$ cat config.mk
export PLATFORM = sky130hd
export DESIGN_NAME = multdiv
export DESIGN_NICKNAME = d
export VERILOG_FILES = /design/src/rtl/multdiv_pkg.sv /design/src/rtl/cla32.sv /design/src/rtl/multdiv_count.sv /design/src/rtl/multdiv.sv
export SDC_FILE = /design/constraint.sdc
export NUM_CORES = 1
export LEC_CHECK = 0
export ABC_AREA = 1
export BUFFER_PORTS_ARGS = -buffer_cell sky130_fd_sc_hd__buf_2
export CAP_MARGIN = 15
export CORE_ASPECT_RATIO = 0.75
export CORE_MARGIN = 1.5
export CORE_UTILIZATION = 50
export DETAILED_ROUTE_END_ITERATION = 6
export PLACE_DENSITY = 0.7
export SKIP_LAST_GASP = 1
export SYNTH_ARGS = -nofsm -noshare
export SYNTH_HDL_FRONTEND = slang
export SYNTH_SLANG_ARGS = --single-unit
$ cat constraint.sdc
create_clock -name clock -period 6.7 [get_ports clock]
set_input_delay 0 -clock clock [delete_from_list [all_inputs] [get_ports clock]]
set_output_delay 0 -clock clock [all_outputs]
set_load 0.05 [all_outputs]
$ cat src/rtl/multdiv_pkg.sv
// rtl/multdiv_pkg.sv - shared constants, state encoding and helpers for multdiv
// MULTDIV_DIV_EN (defined elsewhere) compiles in the divider; these definitions serve both builds.
package multdiv_pkg;

  localparam int MD_WIDTH = 32;
  localparam int MD_ITERS = 32;
  localparam logic [MD_WIDTH-1:0] MD_INT_MIN = 32'h8000_0000;

  typedef enum logic [2:0] {
    IDLE,
    MUL,
    DIV,
    FIX,
    DONE
  } md_state_e;

  function automatic logic [MD_WIDTH-1:0] md_abs(input logic [MD_WIDTH-1:0] v);
    return v[MD_WIDTH-1] ? -v : v;
  endfunction

endpackage

$ cat src/rtl/cla32.sv
// rtl/cla32.sv - 32-bit adder with carry in/out, shared by the Booth and restoring-divide steps
module cla32 (
  input  logic [31:0] a_i,
  input  logic [31:0] b_i,
  input  logic        cin_i,
  output logic [31:0] sum_o,
  output logic        cout_o
);

  assign {cout_o, sum_o} = {1'b0, a_i} + {1'b0, b_i} + {32'd0, cin_i};

endmodule

$ cat src/rtl/multdiv_count.sv
// rtl/multdiv_count.sv - 6-bit iteration counter with clear, enable and done flag
module multdiv_count
  import multdiv_pkg::*;
(
  input  logic clock,
  input  logic reset_n,
  input  logic clr_i,
  input  logic en_i,
  output logic done_o
);

  logic [5:0] cnt_q, cnt_d;

  always_comb begin
    cnt_d = cnt_q;
    if (clr_i)     cnt_d = '0;
    else if (en_i) cnt_d = cnt_q + 6'd1;
  end

  always_ff @(posedge clock or negedge reset_n) begin
    if (!reset_n) cnt_q <= '0;
    else          cnt_q <= cnt_d;
  end

  assign done_o = (cnt_q == 6'(MD_ITERS));

endmodule

$ cat src/rtl/multdiv.sv
// rtl/multdiv.sv - iterative signed 32-bit Booth multiply / restoring divide unit
// Divider datapath and DIV/FIX states are present only when MULTDIV_DIV_EN is defined.
module multdiv
  import multdiv_pkg::*;
(
  input  logic                clock,
  input  logic                reset_n,
  input  logic [MD_WIDTH-1:0] data_operandA,
  input  logic [MD_WIDTH-1:0] data_operandB,
  input  logic                ctrl_MULT,
  input  logic                ctrl_DIV,
  output logic [MD_WIDTH-1:0] data_result,
  output logic                data_exception,
  output logic                data_resultRDY
);

  md_state_e           state_q, state_d;
  logic [MD_WIDTH-1:0] hi_q, hi_d, lo_q, lo_d, m_q, m_d, res_q, res_d;
  logic                qm1_q, qm1_d, exc_q, exc_d;
`ifdef MULTDIV_DIV_EN
  logic                sign_q, sign_d, dz_q, dz_d, dovf_q, dovf_d;
`else
  logic                pend_q, pend_d;
`endif
  logic                cnt_clr, cnt_en, cnt_done;
  logic [MD_WIDTH-1:0] add_a, add_b, add_sum;
  logic                add_cin, add_cout, add_sign;

  multdiv_count u_count (
    .clock  (clock),
    .reset_n(reset_n),
    .clr_i  (cnt_clr),
    .en_i   (cnt_en),
    .done_o (cnt_done)
  );

  cla32 u_add (
    .a_i   (add_a),
    .b_i   (add_b),
    .cin_i (add_cin),
    .sum_o (add_sum),
    .cout_o(add_cout)
  );

  always_comb begin
    add_a   = hi_q;
    add_b   = '0;
    add_cin = 1'b0;
`ifdef MULTDIV_DIV_EN
    if (state_q == DIV) begin
      add_a   = {hi_q[MD_WIDTH-2:0], lo_q[MD_WIDTH-1]};
      add_b   = ~m_q;
      add_cin = 1'b1;
    end else
`endif
    if (lo_q[0] != qm1_q) begin
      add_b   = lo_q[0] ? ~m_q : m_q;
      add_cin = lo_q[0];
    end
  end

  // True 33rd bit of the Booth partial sum; keeps the shift right when the add overflows 32 bits.
  assign add_sign = add_a[MD_WIDTH-1] ^ add_b[MD_WIDTH-1] ^ add_cout;

  always_comb begin
    state_d = state_q;
    hi_d    = hi_q;
    lo_d    = lo_q;
    qm1_d   = qm1_q;
    m_d     = m_q;
    res_d   = res_q;
    exc_d   = exc_q;
    cnt_clr = 1'b0;
    cnt_en  = 1'b0;
`ifdef MULTDIV_DIV_EN
    sign_d  = sign_q;
    dz_d    = dz_q;
    dovf_d  = dovf_q;
`else
    pend_d  = 1'b0;
`endif
    case (state_q)
      MUL: begin
        if (cnt_done) begin
          state_d = DONE;
          res_d   = lo_q;
          exc_d   = (hi_q != {MD_WIDTH{lo_q[MD_WIDTH-1]}});
        end else begin
          cnt_en = 1'b1;
          {hi_d, lo_d, qm1_d} = {add_sign, add_sum, lo_q};
        end
      end
`ifdef MULTDIV_DIV_EN
      DIV: begin
        if (cnt_done) begin
          state_d = FIX;
        end else begin
          cnt_en = 1'b1;
          hi_d   = add_cout ? add_sum : add_a;
          lo_d   = {lo_q[MD_WIDTH-2:0], add_cout};
        end
      end
      FIX: begin
        state_d = DONE;
        res_d   = dz_q ? '0 : (sign_q ? -lo_q : lo_q);
        exc_d   = dz_q | dovf_q;
      end
`endif
      DONE: state_d = IDLE;
      default: begin
`ifndef MULTDIV_DIV_EN
        if (pend_q && !ctrl_MULT && !ctrl_DIV) begin
          state_d = DONE;
          res_d   = '0;
          exc_d   = 1'b1;
        end
`endif
      end
    endcase

    // A start pulse overrides whatever the current state was doing.
    if (ctrl_MULT) begin
      state_d = MUL;
      cnt_clr = 1'b1;
      hi_d    = '0;
      lo_d    = data_operandB;
      qm1_d   = 1'b0;
      m_d     = data_operandA;
    end else if (ctrl_DIV) begin
`ifdef MULTDIV_DIV_EN
      state_d = DIV;
      cnt_clr = 1'b1;
      hi_d    = '0;
      lo_d    = md_abs(data_operandA);
      m_d     = md_abs(data_operandB);
      sign_d  = data_operandA[MD_WIDTH-1] ^ data_operandB[MD_WIDTH-1];
      dz_d    = (data_operandB == '0);
      dovf_d  = (data_operandA == MD_INT_MIN) && (data_operandB == '1);
`else
      state_d = IDLE;
      pend_d  = 1'b1;
`endif
    end
  end

  always_ff @(posedge clock or negedge reset_n) begin
    if (!reset_n) begin
      state_q <= IDLE;
      hi_q    <= '0;
      lo_q    <= '0;
      qm1_q   <= 1'b0;
      m_q     <= '0;
      res_q   <= '0;
      exc_q   <= 1'b0;
`ifdef MULTDIV_DIV_EN
      sign_q  <= 1'b0;
      dz_q    <= 1'b0;
      dovf_q  <= 1'b0;
`else
      pend_q  <= 1'b0;
`endif
    end else begin
      state_q <= state_d;
      hi_q    <= hi_d;
      lo_q    <= lo_d;
      qm1_q   <= qm1_d;
      m_q     <= m_d;
      res_q   <= res_d;
      exc_q   <= exc_d;
`ifdef MULTDIV_DIV_EN
      sign_q  <= sign_d;
      dz_q    <= dz_d;
      dovf_q  <= dovf_d;
`else
      pend_q  <= pend_d;
`endif
    end
  end

  assign data_result    = res_q;
  assign data_exception = exc_q;
  assign data_resultRDY = (state_q == DONE);

endmodule

==> results by group, run 1 <==
Global route
  • GR Util All Layers: 0.2801
  • Largest net degree at the start of global routing: 99
  • Global-route wire length before repair: 40280 um
  • Antenna violations before repair: 0
  • Total gr overflow: 0
  • Number of global-route vias before repair: 7920

Clock tree
  • Post-CTS Setup Inserts: 0
  • Clock edge transition at the registers on the reported setup and hold paths: 0.07 ns
  • Root buf cell: clkbuf_16
  • Worst-skew pair later-pin latency: 0.43 ns
  • Number of H-tree levels: 4
  • TritonCTS clock tree: yes
  • Clock net sink count: 139
  • Max Root-Sink Buffers: 2
  • Clock buffer count from CTS: 17

Outcome
  • Outcome: complete, no violations

Cells and area
  • Leading cell types in the layout, fill and taps excluded: nand2_1 (423), inv_1 (216), dfrtp_1 (139), buf_2 (100), o21ai_0 (81)
  • Fill cell instance count of the final layout: 1479
  • Count of nets after finishing: 1493
  • Proportion of layout cells with a drive suffix above 1: 0.1248
  • Antenna diode count: 0
  • Sequential cell area: 3478 um2
  • Most common library cell in the layout ignoring fill and taps: nand2_1
  • Multi-input combinational cell area: 4195 um2
  • Area growth syn-to-layout: 21.18%

Synthesis
  • Library cells used by synthesis: 37
  • Cell area after technology mapping: 8736 um2
  • Main area contributors after synthesis: dfrtp_1 (40%), nand2_1 (18%), inv_1 (9.3%)
  • Sequential element share of the synthesized area: 0.3982
  • Number of standard cells after synthesis: 1239
  • Average cell area after synthesis: 7.051 um2
  • Synthesis-stage register bit count: 139
  • Portion of synthesized cell area occupied by the leading cell type: 0.3982
  • Post-synth top area cell: dfrtp_1
  • Synth warnings: 0
  • Number of nets in the synthesized netlist: 1343

Timing
  • Final worst-path setup slack: 3.220 ns
  • Setup repair after global routing missed its margin: no
  • Number of max-slew violations in the final report: 0
  • Min Hold Slack: 0.1473 ns
  • Setup TNS: 0 ns
  • Worst slew margin relative to its limit: 0.3552
  • Worst Clk Skew: 0.01017 ns
  • Transition at the pin with the smallest max-transition slack: 0.9672 ns
  • Final number of hold-violating endpoints: 0
  • Peak Freq: 0.2873 GHz
  • Final min period: 3.480 ns
  • Setup-failing EPs final: 0
  • Share of the cycle needed by the critical path after routing: 0.5195

Floorplanning
  • Core area: 16980 um2
  • Die Height: 117.5 um
  • Top Ports: 102
  • Horizontal die dimension: 155.6 um
  • Initial standard-cell utilization of the core: 0.5145
  • Overall die area: 18280 um2
  • # rows: 41

Detailed routing
  • Number of detailed-route iterations in the first pass: 6
  • Detailed Route WL: 24810 um
  • Detailed Route Iter0 Violations: 860
  • Vias per inst: 5.154
  • Antenna Violating Nets Remaining: 0
  • Routed wire length per instance: 15.15 um
  • Vias after detailed routing: 8443
  • DRC violations left: 0

Critical path
  • Worst Reg2Reg Path Length in Cells: 14
  • Type of the worst setup path: reg2reg
  • WP data arrival: 3.80 ns
  • Maximum fanout along the worst path: 30
  • Reg-to-reg startpoint: lo_q[0]
  • Internal reg-to-reg setup slack: 3.22 ns
  • Launching element type of the critical path: flop
  • Endpoint of the worst register-to-register path: add_a[27]
  • WP data required: 7.02 ns
  • Critical Path Sink Type: flop

Power
  • Power density over cell area: 245.2 nW/um2
  • Leakage power: 0.005693 uW
  • Worst ir drop on vdd: 0.0001731 V

Place
  • Global placement routability congestion: 0.9544
  • IO Port Bufs: 101
  • Pre-CTS setup slack: 3.283 ns
  • Half-perimeter wire length of the detailed placement result: 16780 um

Worst hold path
  • Path type of the worst min-delay path: in2async

Flow run
  • Total of max-cap violations: 0
-- logic make-up after synthesis --
logic type,share of synthesized area
and+or+nand+nor,0.2684
buffers and inverters,0.1216
AOI/OAI and AO/OA,0.1565
DFF,0.3982
adders and majority gates,0.05328
xor gates and xnor gates,0.002006
-- metrics by stage --
stage | instance area, um2 | power [uW] | instances | utilization
after floorplan | 8736 | 1450 | 1239 | -
after global placement | 9348 | 1625 | 1540 | 0.5505
after detailed placement | 9348 | 1636 | 1540 | 0.5505
after CTS | 10590 | 2591 | 1638 | 0.6235
after global routing | 10590 | 2736 | 1638 | 0.6235
final | 10590 | 2596 | 1638 | 0.6235
-- power breakdown --
| part | switching (uW) | leakage (uW) | internal [uW] | total [uW] |
|---|---|---|---|---|
| Combinational | 456 | 0.00361 | 240 | 696 |
| Sequential | 57.2 | 0.00180 | 915 | 972 |
| Clock | 434 | 0.000280 | 494 | 928 |
| Total | 947 | 0.00569 | 1650 | 2600 |
-- worst max path at each step --
stage,startpoint,endpoint,slack [ns],cells after the start
final,lo_q[0],add_a[27],3.22,14
after global routing,lo_q[0],add_a[31],2.90,18
after CTS,lo_q[0],add_a[23],3.26,17
after detailed placement,lo_q[0],add_a[23],3.28,17
after global placement,lo_q[0],add_a[23],3.42,17
after floorplan,lo_q[0],add_a[19],4.03,15
-- registers in the layout, indices dropped and copies added, names as in the netlist --
name            count
m_q                32
add_a              32
data_result        32
lo_q               32
u_count.cnt_q       6
data_exception      1
pend_q              1
state_q             2
qm1_q               1
-- metal layers --
metal / GRT usage / share of wire
met4: 0.09107 / 0.023
met3: 0.05081 / 0.062
met5: 0 / 0
met1: 0.4116 / 0.49
met2: 0.4169 / 0.43
-- cell usage after synthesis (all sizes together) --
| cell type | count |
|---|---|
| buf | 23 |
| nor4 | 3 |
| o221ai | 24 |
| o31ai | 1 |
| nor2 | 78 |
| nand3 | 51 |
| clkbuf | 17 |
| nand4 | 8 |
| xnor2 | 2 |
| clkinv | 1 |
| a21oi | 57 |
| o22ai | 12 |
| dfrtp | 139 |
| o21ai | 106 |
| a31oi | 6 |
| ha | 34 |
| o21bai | 3 |
| a21o | 1 |
| fa | 2 |
| nor3 | 16 |
| nand2 | 427 |
| a22o | 5 |
| inv | 222 |
| nor3b | 1 |
-- worst max-delay path, stage by stage, from the launching register on --
cell and delay (ns):
dfrtp_1 0.43, ha_1 0.35, inv_1 0.70, o21ai_0 0.26
a21oi_1 0.32, ha_1 0.29, nand2_1 0.12, nor2_1 0.25
inv_1 0.11, nor3_1 0.18, nand2_1 0.10, nand2_1 0.08
nand2_1 0.05, nand3_1 0.07, nand2_1 0.07
-- cell type report --
| class | count | share of cell area |
|---|---|---|
| multi-input combinational | 837 | 0.3963 |
| sequential | 139 | 0.3286 |
| timing repair buffer | 171 | 0.1136 |
| inverter | 223 | 0.07907 |
| clock buffer | 17 | 0.04018 |
| tap | 236 | 0.02789 |
| clock inverter | 15 | 0.01442 |
-- what timing repair did --
| action | 4_1_cts | 5_1_grt |
|---|---|---|
| hold buffers | 66 | 0 |
| resized for setup | 0 | 0 |
| endpoints found under the hold margin | 133 | 0 |
| setup endpoints to repair | 0 | 0 |
No activity file was read; power rests on OpenSTA's default activity.
==> run 2, diff against run 1 <==
PLACE_DENSITY = 0.73   (was 0.7)
clock period = 2.95 ns   (was 6.7 ns; I/O delays follow)
==> results by group, run 2 (same netlist as run 1, synthesis figures left out) <==
Cells and area
  • Area growth syn-to-layout: 23.23%
  • Most common library cell in the layout ignoring fill and taps: nand2_1
  • Fill cell instance count of the final layout: 1454 (-1.7%)
  • Count of nets after finishing: 1503 (+0.67%)
  • Post-route standard cell area excluding fillers: 10770 um2 (+1.7%)
  • Proportion of layout cells with a drive suffix above 1: 0.1388 (+0.01399)
  • Leading cell types in the layout, fill and taps excluded: nand2_1 (418), inv_1 (215), dfrtp_1 (139), buf_2 (100), o21ai_0 (80)

Detailed routing
  • Vias after detailed routing: 8588 (+1.7%)
  • Detailed Route Iter0 Violations: 973 (+13%)
  • Routed wire length per instance: 15.14 um (about the same)
  • Number of detailed-route iterations in the first pass: 7 (+1)
  • Detailed Route WL: 24960 um (+0.61%)
  • DRC violations left: 20 (+20)
  • Vias per inst: 5.208 (+1.0%)
  • Antenna Violating Nets Remaining: 0 (unchanged)

Critical path
  • Cell family with most CP delay: adder cells
  • Launching element type of the critical path: flop
  • Cell mode on critical path: nand2_1
  • Buffers & Inverters on Critical Path: 1 (-1)
  • Cell-by-cell trace of the critical path: ha_1 -> a21oi_1 -> o21ai_1 -> fa_2 -> fa_1 -> inv_2 -> nand2_1 -> nand2_1 -> nand3_1 -> nand2_2 -> nand2_1 -> nand2_2 -> nand2_1 -> nand2_1 -> nand2_1 -> nand3_1 -> nand2_1
  • WP data required: 3.27 ns (-3.75 ns)
  • Max stage delay cell, worst path: fa_1
  • WP data arrival: 3.12 ns (-0.68 ns)
  • Critical Path Sink Type: flop
  • Maximum fanout along the worst path: 4 (-87%)
  • Type of the worst setup path: reg2reg
  • Largest stage delay, worst path: 0.39 ns (-0.31 ns)

Power
  • Pint: 3958 uW (+140%)
  • Worst ir drop on vdd: 0.0003885 V (+120%)
  • Net switching power of the design: 2182 uW (+130%)
  • Sequential share of power: 0.360 (-0.014)
  • Fraction of power spent switching nets: 0.3554 (-0.009519)
  • Power density over cell area: 570.4 nW/um2 (+130%)
  • Part of the power in combinational logic: 0.266 (-0.002)
  • Leakage power: 0.005784 uW (+1.6%)
  • Part of the total power dissipated in the clock network: 0.374 (+0.017)
  • Tot Pwr: 6140 uW (+140%)

Timing
  • Number of max-slew violations in the final report: 0 (unchanged)
  • Final number of hold-violating endpoints: 0 (unchanged)
  • Share of the cycle needed by the critical path after routing: 0.9499 (+0.4304)
  • Setup-failing EPs final: 0 (unchanged)
  • Worst Clk Skew: 0.01132 ns (+0.001155 ns)
  • Setup repair after global routing missed its margin: yes
  • Peak Freq: 0.3569 GHz (+24%)
  • Transition at the pin with the smallest max-transition slack: 0.8694 ns (-0.09777 ns)
  • Final min period: 2.802 ns (-0.6782 ns)
  • Worst slew margin relative to its limit: 0.4198 (+0.06455)

Place
  • Half-perimeter wire length of the detailed placement result: 16540 um (-1.4%)
  • IO Port Bufs: 101 (unchanged)
  • Global placement routability congestion: 0.9365 (-1.9%)
  • Cell area after placement: 9420 um2 (+0.78%)

Floorplanning
  • Initial standard-cell utilization of the core: 0.5145 (unchanged)
  • Die Height: 117.5 um (unchanged)
  • Horizontal die dimension: 155.6 um (unchanged)
  • Core area: 16980 um2 (unchanged)
  • Top Ports: 102 (unchanged)
  • # rows: 41 (unchanged)
  • Overall die area: 18280 um2 (unchanged)

Global route
  • Global-route wire length before repair: 40550 um (+0.69%)
  • GR Util All Layers: 0.2793 (-0.0007730)
  • Number of global-route vias before repair: 8271 (+4.4%)
  • Antenna violations before repair: 1 (+1)
  • Total gr overflow: 0 (unchanged)
  • Largest net degree at the start of global routing: 84 (-15%)

Outcome
  • Violated checks: design-rule violations
  • Outcome: finished with violations

Clock tree
  • TritonCTS clock tree: yes
  • Max Root-Sink Buffers: 2 (unchanged)
  • Worst-skew pair later-pin latency: 0.43 ns (about the same)
  • Clock edge transition at the registers on the reported setup and hold paths: 0.06 ns (about the same)
  • Clock buffer count from CTS: 17 (unchanged)
  • Root buf cell: clkbuf_16
  • Clock net sink count: 139 (unchanged)
  • Number of H-tree levels: 4 (unchanged)

Flow run
  • Total of max-cap violations: 0 (unchanged)

Worst hold path
  • Path type of the worst min-delay path: in2reg
run 2: changes by cell type in the layout (fill, tap and decap cells not counted), sizes merged:
cell	previous run	this run
nor2	78	79
clkinvlp	1	0
bufinv	0	2
inv	229	233
buf	105	114
diode	0	1
clkinv	8	3
run 2: per-stage QoR:
stage          setup slack [ns]  hold slack [ns]  TNS [ns]  utilization  cells
4_1_cts                 0.05956          0.03326         0       0.6300   1646
2_1_floorplan            0.2768          -0.2956         0            -   1239
5_1_grt                -0.08428           0.1121   -0.1762       0.6340   1649
3_5_place_dp            0.05244           0.1004         0       0.5548   1548
6_report                 0.1479          0.07883         0       0.6340   1649
3_3_place_gp             0.1532           0.1207         0       0.5548   1548
run 2: worst paths after layout:
| path | slack (ns) | from | cells past startpoint | end |
|---|---|---|---|---|
| hold / removal | 0.08 | ctrl_MULT | 3 | m_q[26] |
| setup / recovery | 0.15 | lo_q[0] | 17 | add_a[31] |
| max in group asynchronous | 2.01 | reset_n | 3 | data_result[15] |
| min in group asynchronous | 0.19 | reset_n | 2 | add_a[8] |
| setup reg to reg | 0.15 | lo_q[0] | 17 | add_a[31] |
| hold reg to reg | 0.47 | state_q[0] | 2 | state_q[0] |
run 2: cell type report:
class                   count  area [um2]  share of cell area
inverters                 223       837.1             0.07775
repair buffers            180        1303              0.1210
flip-flops and latches    139        3478              0.3231
well taps                 236       295.3             0.02743
clock buffers              17       425.4             0.03952
diodes                      1       2.502           0.0002325
multi-input cells         838        4233              0.3932
clock inverters            15       191.4             0.01778
run 2: timing repair:
action	CTS	global route
hold buffers	66	0
buffers inserted	0	1
endpoints found under the hold margin	149	0
endpoints found under the setup margin	0	16
resized for setup	0	14
run 2: per-layer routing:
metal,track usage,share of wire
met1,0.3819,0.45
met2,0.4425,0.45
met3,0.04971,0.073
met4,0.1060,0.025
met5,0,0
run 2: power by group through the flow:
stage	sequential [uW]	combinational [uW]	clock, uW
after floorplan	2190	1100	0
after global placement	2230	1460	0
after detailed placement	2240	1500	0
after CTS	2210	1580	2310
after global routing	2230	1830	2400
final	2210	1630	2300
run 2: tightest hold or removal path: stages:
cell     delay, ns
buf_2         0.28
nand2_1       0.11
o21ai_0       0.07
==> run 3, diff against run 2 <==
CELL_PAD_IN_SITES_DETAIL_PLACEMENT = 1   (was not set)
CELL_PAD_IN_SITES_GLOBAL_PLACEMENT = 2   (was not set)
CORE_UTILIZATION = 30   (was 50)
PLACE_DENSITY = not set   (was 0.73)
PLACE_DENSITY_LB_ADDON = 0.1   (was not set)
==> results by group, run 3 (same netlist as run 1, synthesis figures left out) <==
Outcome
  • Outcome: complete, no violations

Critical path
  • Internal reg-to-reg setup slack: 0.19 ns (+0.04 ns)
  • Launching element type of the critical path: flop
  • Maximum fanout along the worst path: 15 (+11)
  • Critical Path Sink Type: flop
  • Type of the worst setup path: reg2reg
  • WP data required: 3.27 ns (about the same)
  • WP data arrival: 3.08 ns (-0.04 ns)

Global route
  • Global-route wire length before repair: 47540 um (+17%)
  • Total gr overflow: 0 (unchanged)
  • Antenna violations before repair: 0 (-1)
  • GR Util All Layers: 0.2086 (-0.07074)
  • Largest net degree at the start of global routing: 97 (+15%)
  • Number of global-route vias before repair: 8735 (+5.6%)

Timing
  • Final worst-path setup slack: 0.1917 ns (+0.04375 ns)
  • Min Hold Slack: 0.1457 ns (+0.06688 ns)
  • Setup TNS: 0 ns (unchanged)
  • Final min period: 2.758 ns (-0.04375 ns)
  • Setup-failing EPs final: 0 (unchanged)
  • Number of max-slew violations in the final report: 0 (unchanged)
  • Final number of hold-violating endpoints: 0 (unchanged)
  • Peak Freq: 0.3625 GHz (+1.6%)
  • Share of the cycle needed by the critical path after routing: 0.9350 (-0.01483)
  • Worst slew margin relative to its limit: 0.3619 (-0.05787)
  • Transition at the pin with the smallest max-transition slack: 0.9572 ns (+0.08774 ns)
  • Worst Clk Skew: 0.01256 ns (+0.001240 ns)
  • Setup repair after global routing missed its margin: no

Cells and area
  • Count of nets after finishing: 1529 (+1.7%)
  • Area growth syn-to-layout: 28.36%
  • Fill cell instance count of the final layout: 3596 (+150%)
  • Proportion of layout cells with a drive suffix above 1: 0.1599 (+0.02113)
  • Leading cell types in the layout, fill and taps excluded: nand2_1 (415), inv_1 (214), dfrtp_1 (138), buf_2 (99), o21ai_0 (80)
  • Sequential cell area: 3480 um2 (about the same)
  • Most common library cell in the layout ignoring fill and taps: nand2_1
  • Antenna diode count: 0 (-1)
  • Multi-input combinational cell area: 4265 um2 (+0.77%)

Detailed routing
  • Vias after detailed routing: 8460 (-1.5%)
  • Detailed Route WL: 30450 um (+22%)
  • Antenna Violating Nets Remaining: 0 (unchanged)
  • Vias per inst: 4.641 (-11%)
  • Detailed Route Iter0 Violations: 282 (-71%)
  • DRC violations left: 0 (-100%)
  • Number of detailed-route iterations in the first pass: 4 (-3)
  • Routed wire length per instance: 16.70 um (+10%)

Place
  • Global placement routability congestion: 0.8054 (-14%)
  • IO Port Bufs: 101 (unchanged)
  • Half-perimeter wire length of the detailed placement result: 21910 um (+32%)
  • Pre-CTS setup slack: -0.04787 ns (-0.1003 ns)

Power
  • Worst ir drop on vdd: 0.0004301 V (+11%)
  • Tot Pwr: 6258 uW (+1.9%)
  • Leakage power: 0.005919 uW (+2.3%)
  • Power density over cell area: 558.1 nW/um2 (-2.2%)

Clock tree
  • Number of H-tree levels: 4 (unchanged)
  • TritonCTS clock tree: yes
  • Worst-skew pair later-pin latency: 0.44 ns (about the same)
  • Clock net sink count: 139 (unchanged)
  • Root buf cell: clkbuf_16
  • Max Root-Sink Buffers: 2 (unchanged)
  • Clock buffer count from CTS: 17 (unchanged)
  • Clock edge transition at the registers on the reported setup and hold paths: 0.07 ns (about the same)

Flow run
  • Total of max-cap violations: 0 (unchanged)

Floorplanning
  • Core area: 28320 um2 (+67%)
  • Top Ports: 102 (unchanged)
  • Initial standard-cell utilization of the core: 0.3085 (-0.2060)
  • Horizontal die dimension: 200.0 um (+29%)
  • Overall die area: 30160 um2 (+65%)
  • Die Height: 150.8 um (+28%)
  • # rows: 53 (+29%)

Worst hold path
  • Path type of the worst min-delay path: in2async
run 3: final timing paths:
check / from / end / cells after the start
hold reg to reg: data_result[20] / data_result[20] / 2
max in group asynchronous: reset_n / data_result[24] / 3
hold / removal: reset_n / add_a[28] / 2
min in group clock: data_operandB[11] / lo_q[11] / 4
setup / recovery: lo_q[0] / add_a[28] / 17
setup reg to reg: lo_q[0] / add_a[28] / 17
run 3: power breakdown:
group,internal [uW],switching [uW],total (uW)
registers,2080,138,2220
clock network,1270,963,2230
logic,673,1140,1810
run 3: layout make-up:
| type | count | share of cell area |
|---|---|---|
| clock inverters | 14 | 0.01428 |
| inverters | 223 | 0.07487 |
| clock buffers | 18 | 0.03827 |
| well taps | 385 | 0.04296 |
| multi-input cells | 837 | 0.3804 |
| repair buffers | 207 | 0.1389 |
| flip-flops and latches | 139 | 0.3103 |
run 3: worst max-delay path: stages, from the launching register on:
cell and delay, ns:
dfrtp_2 0.44, ha_4 0.30, inv_4 0.05, buf_12 0.15
o21ai_0 0.07, a21oi_1 0.08, ha_2 0.41, nand2_1 0.09
nor2_1 0.17, nand2_1 0.08, nand3_1 0.11, nand2_1 0.09
nand2_1 0.19, nand2_1 0.16, nand2_1 0.10, nand2_1 0.05
nand3_1 0.07, nand2_1 0.05
run 3: what timing repair did:
action                                 4_1_cts  5_1_grt
buffers inserted                             0        2
resized for setup                            2       21
setup endpoints to repair                    2       22
hold buffers                                67        0
endpoints found under the hold margin      127        0
pin swaps                                    0        2
cloned                                       0        1
run 3: layer usage:
metal,part of all wire,track usage,vias up
met4,0.0095,0.04774,0
met2,0.47,0.3457,95
met3,0.023,0.02850,22
met1,0.50,0.2881,4065
met5,0,0,-
li1,-,-,4278
run 3: stage by stage:
step | area [um2] | util | cells
floorplan | 8736 | - | 1239
global placement | 9839 | 0.3475 | 1721
detailed placement | 9839 | 0.3475 | 1721
CTS | 11100 | 0.3922 | 1820
global route | 11210 | 0.3960 | 1823
finish | 11210 | 0.3960 | 1823
